$ cat src/rtl/code84n21_pkg.sv
// Shared types and constants for the 84-2-1 code to BCD sequencer.
package code84n21_pkg;

  typedef enum logic [1:0] {
    IDLE,
    CONV,
    DONE
  } state_t;

  // Codes 0001, 0010, 0011, 1100, 1101, 1110 have no decimal meaning.
  localparam logic [15:0] INVALID_MASK = 16'b0111_0000_0000_1110;

endpackage

$ cat src/rtl/code84n21_digit_conv.sv
// Combinational 84-2-1 digit to BCD nibble converter.
module code84n21_digit_conv
  import code84n21_pkg::*;
(
  input  logic [3:0] code,
  output logic [3:0] bcd,
  output logic       invalid
);

  assign invalid = INVALID_MASK[code];

  always_comb begin
    bcd = 4'h0;
    unique case (code)
      4'h0:    bcd = 4'd0;
      4'h7:    bcd = 4'd1;
      4'h6:    bcd = 4'd2;
      4'h5:    bcd = 4'd3;
      4'h4:    bcd = 4'd4;
      4'hB:    bcd = 4'd5;
      4'hA:    bcd = 4'd6;
      4'h9:    bcd = 4'd7;
      4'h8:    bcd = 4'd8;
      4'hF:    bcd = 4'd9;
      default: bcd = 4'd0;
    endcase
  end

endmodule

$ cat src/rtl/code84n21_bcd_sequencer.sv
// Word-wide 84-2-1 to BCD converter, one digit per clock,
// least-significant digit first, valid/ready on both sides.
module code84n21_bcd_sequencer
  import code84n21_pkg::*;
#(
  parameter int NDIG = 4
) (
  input  logic              clk,
  input  logic              rst,
  input  logic              in_valid,
  output logic              in_ready,
  input  logic [4*NDIG-1:0] in_word,
  output logic              out_valid,
  input  logic              out_ready,
  output logic [4*NDIG-1:0] out_bcd,
  output logic [NDIG-1:0]   out_err_mask,
  output logic              out_err
);

  localparam int IW = (NDIG > 1) ? $clog2(NDIG) : 1;
  localparam logic [IW-1:0] LAST = IW'(NDIG - 1);

  state_t            state;
  logic [IW-1:0]     idx;
  logic [4*NDIG-1:0] cap;
  logic [3:0]        cur_code;
  logic [3:0]        cur_bcd;
  logic              cur_inv;

  // One shared converter; the captured word is muxed by idx.
  assign cur_code = cap[{idx, 2'b00} +: 4];

  code84n21_digit_conv u_conv (
    .code    (cur_code),
    .bcd     (cur_bcd),
    .invalid (cur_inv)
  );

  assign out_err = |out_err_mask;

  always_ff @(posedge clk) begin
    if (rst) begin
      state        <= IDLE;
      in_ready     <= 1'b1;
      out_valid    <= 1'b0;
      out_bcd      <= '0;
      out_err_mask <= '0;
      idx          <= '0;
      cap          <= '0;
    end else begin
      unique case (state)
        IDLE: begin
          if (in_valid && in_ready) begin
            cap          <= in_word;
            out_bcd      <= '0;
            out_err_mask <= '0;
            idx          <= '0;
            in_ready     <= 1'b0;
            state        <= CONV;
          end
        end
        CONV: begin
          out_bcd[{idx, 2'b00} +: 4] <= cur_bcd;
          out_err_mask[idx]          <= cur_inv;
          if (idx == LAST) begin
            idx       <= '0;
            out_valid <= 1'b1;
            state     <= DONE;
          end else begin
            idx <= idx + 1'b1;
          end
        end
        DONE: begin
          if (out_valid && out_ready) begin
            out_valid <= 1'b0;
            in_ready  <= 1'b1;
            state     <= IDLE;
          end
        end
        default: begin
          state     <= IDLE;
          in_ready  <= 1'b1;
          out_valid <= 1'b0;
        end
      endcase
    end
  end

endmodule

$ cat config.mk
export PLATFORM = sky130hd
export DESIGN_NAME = code84n21_bcd_sequencer
export DESIGN_NICKNAME = d
export VERILOG_FILES = /design/src/rtl/code84n21_pkg.sv /design/src/rtl/code84n21_digit_conv.sv /design/src/rtl/code84n21_bcd_sequencer.sv
export SDC_FILE = /design/constraint.sdc
export NUM_CORES = 1
export LEC_CHECK = 0
export CORE_UTILIZATION = 50
export DETAILED_ROUTE_END_ITERATION = 10
export PLACE_DENSITY = 0.79
export SETUP_SLACK_MARGIN = 0.2
export SKIP_CTS_REPAIR_TIMING = 1
export SYNTH_ARGS = -nofsm -noshare
export SYNTH_HDL_FRONTEND = slang
export SYNTH_SLANG_ARGS = --single-unit
$ cat constraint.sdc
create_clock -name clk -period 3.6 [get_ports clk]
set_input_delay 0.54 -clock clk [delete_from_list [all_inputs] [get_ports clk]]
set_output_delay 0.54 -clock clk [all_outputs]
set_load 0.1 [all_outputs]
==> impl_metrics.py <==
metrics = {
    "run_status": {
        "status": "complete, no violations",
    },
    "synth": {
        "syn_nets": 253,
        "synth_top_area_share_pct": 42.6,
        "syn_area_mm2": 0.00198,
        "synth-seq-area-share_pct": 42.6,
        "synth.avg_cell_area_um2": 8.90,
        "synthCells": 222,
        "synth_top_family_by_area": "simple AND/OR/NAND/NOR gates",
        "synthAdderAreaFrac_pct": 6.97,
        "synth_area_leaders": "dfxtp_1 43%, a21oi_1 8.4%, nand2_1 7.2%",
        "synthMuxAreaShare_pct": 5.32,
        "synth-compound-area-share_pct": 18.7,
        "yosysWarningCount": 0,
        "synthSimpleGateAreaFrac_pct": 20.6,
        "synth_xor_area_share_pct": 0.823,
        "synth_top_area_cell": "dfxtp_1",
        "synth.distinct_cells": 38,
        "ys_ff_latch": 42,
    },
    "worst_setup_path": {
        "cp_data_arrival_time_ps": 2100,
        "worstSetupPathType": "reg -> out",
        "crit_family": "buffers and inverters",
        "worstPathMaxFanout": 3,
        "crit_slowest_cell": "clkdlybuf4s50_1",
        "cp_data_required_time_ps": 3060,
        "cp-end-kind": "output pin",
        "path_buf_inv": 1,
        "critPathLaunchType": "flop",
        "path_cells": "or4_1 -> clkdlybuf4s50_1",
        "slowest_delay_ps": 980,
    },
    "sta": {
        "slew_violations": 0,
        "finClkSkew_ps": 7.23,
        "max_freq_mhz": 378,
        "holdWs_ps": 461,
        "setup_tns_ps": 0,
        "fin_ws_ps": 955,
        "rsz0062_at_grt": "false",
        "slew-limit-headroom_pct": 34.4,
        "finalHoldViolCount": 0,
        "setup_viol": 0,
        "period_needed_ps": 2640,
        "finalCritPeriodShare_pct": 73.5,
        "worstMarginPinSlew_ps": 981,
    },
    "clocking": {
        "clock_latency_ps": 300,
        "clock_sinks": 42,
        "htree_levels": 2,
        "cts-root-buf": "clkbuf_8",
        "cts_buffers": 5,
        "clockBufferDepth": 2,
        "path_clk_slew_ps": 80,
        "cts_tree": "built",
    },
    "global_routing": {
        "grtUsageMet3_pct": 5.81,
        "first_global_vias": 1614,
        "grt_pass1_wl_mm": 7.34,
        "antenna_found_initial": 0,
        "met1_usage_pct": 29.0,
        "grt_usage_pct": 22.7,
        "grt_overflow_total": 0,
        "busiest_layer": "met2",
        "use_met2_pct": 36.8,
        "grt_max_degree": 46,
    },
    "route": {
        "wl_per_cell_um": 13.8,
        "routed_wl_mm": 4.25,
        "drc_errors": 0,
        "dr.pass1.iters": 4,
        "num_vias": 1705,
        "drtAntennaViolNets": 0,
        "drtIter0Drc": 138,
        "vias_per_cell": 5.55,
    },
    "floorplan": {
        "die_width_um": 64.9,
        "die_y_um": 64.9,
        "initial_core_util_pct": 53.2,
        "rows": 22,
        "core-area_mm2": 0.00372,
        "io_pins": 43,
        "die_area_mm2": 0.00421,
    },
    "power_and_ir_drop": {
        "p_leak_nw": 0.915,
        "irDropWorstVdd_mv": 0.280,
        "p_per_area_mw_per_mm2": 415,
    },
    "placement": {
        "numPortBuffers": 42,
        "pre_cts_slack_ps": 1280,
        "dp_hpwl_mm": 2.98,
        "globalplace.congestion": 0.811,
    },
    "layout": {
        "utilization_pct": 67.5,
        "area_delta_synth_final_pct": 27.0,
        "finalNetCount": 289,
        "fill_cells": 311,
        "antenna_cells": 0,
        "drive_gt1_share_pct": 7.34,
    },
    "worst_hold_path": {
        "worstHoldPathType": "reg -> reg",
    },
    "flow_run": {
        "drv_cap": 0,
    },
}
==> routing by layer <==
layer  wire (um)  vias to the layer above
met5           0                        -
met4          58                        0
met3         204                        7
met2        2060                       51
met1        1920                      789
li1            -                      858
==> final timing paths <==
kind / start / end / slack [ps] / cells past startpoint
setup / recovery: out_err_mask[0] / out_err / 960 / 2
hold / removal: cap[14] / cap[14] / 460 / 2
setup reg to reg: idx[0] / out_bcd[8] / 1250 / 6
hold reg to reg: cap[14] / cap[14] / 460 / 2
==> synth_stat cells (all sizes together) <==
cell	number
a211o	1
a21oi	34
a31oi	1
a32oi	12
and2	1
and3	1
and3b	3
and4bb	1
buf	6
clkbuf	8
dfxtp	42
ha	11
inv	8
mux2	1
mux4	4
nand2	38
nand2b	4
nand3	8
nand3b	5
nand4b	1
nor2	14
nor2b	1
nor3	3
nor4	1
nor4bb	1
o21ai	2
o21bai	4
o22ai	1
o31ai	2
o32a	1
or4	1
xor2	1
==> layout make-up <==
cell class | instances | area (um2) | share of cell area [%]
Clock buffer | 5 | 68.8 | 2.74
Clock inverter | 3 | 45.0 | 1.79
Inverter | 8 | 30.0 | 1.20
Multi-Input combinational cell | 158 | 1040 | 41.3
Sequential cell | 42 | 841 | 33.5
Tap cell | 48 | 60.1 | 2.39
Timing Repair Buffer | 43 | 428 | 17.0
==> where the power goes <==
| group | switching [mW] | internal (mW) |
|---|---|---|
| sequential | 0.0159 | 0.481 |
| clock | 0.168 | 0.206 |
| combinational | 0.105 | 0.0644 |
| total | 0.289 | 0.752 |
==> cells in the final DEF, fill, tap and decap left out, types with 2 or more instances in the layout <==
master,instances
nand3_1,8
o21ai_0,2
nand2_1,38
nand3b_1,5
clkdlybuf4s50_1,42
nand2b_1,4
ha_1,11
mux4_2,4
a32oi_1,12
inv_1,8
and3b_1,3
clkbuf_8,5
dfxtp_1,42
o21bai_1,4
clkinvlp_4,2
nor2_1,14
nor3_1,2
a21oi_1,33
==> registers in the layout, summed over array words and instances, names as in the netlist <==
register,flops
cap,16
idx,2
in_ready,1
out_bcd,16
out_err_mask,4
out_valid,1
state,2
==> through the flow <==
stage                     std cells  instance area [um2]  power, mW
after floorplan                 222                 1980      0.628
after global placement          299                 2400      0.675
after detailed placement        299                 2400      0.677
after CTS                       307                 2510       1.05
after global routing            307                 2510       1.08
final                           307                 2510       1.04
==> cells by family after synthesis <==
kind of cell	count (synthesis)
AOI/OAI and AO/OA	58
muxes	5
buffers and inverters	22
and+or+nand+nor	83
DFF	42
adders and majority gates	11
xor gates and xnor gates	1
==> worst register-to-register path: cells and delay by family (launching register included) <==
family                     cells  cell delay, ps
and+or+nand+nor                2             700
adders and majority gates      1             380
DFF                            1             660
AOI/OAI and AO/OA              2             370
buffers and inverters          1             170
Power figures use the tool's default switching activity.
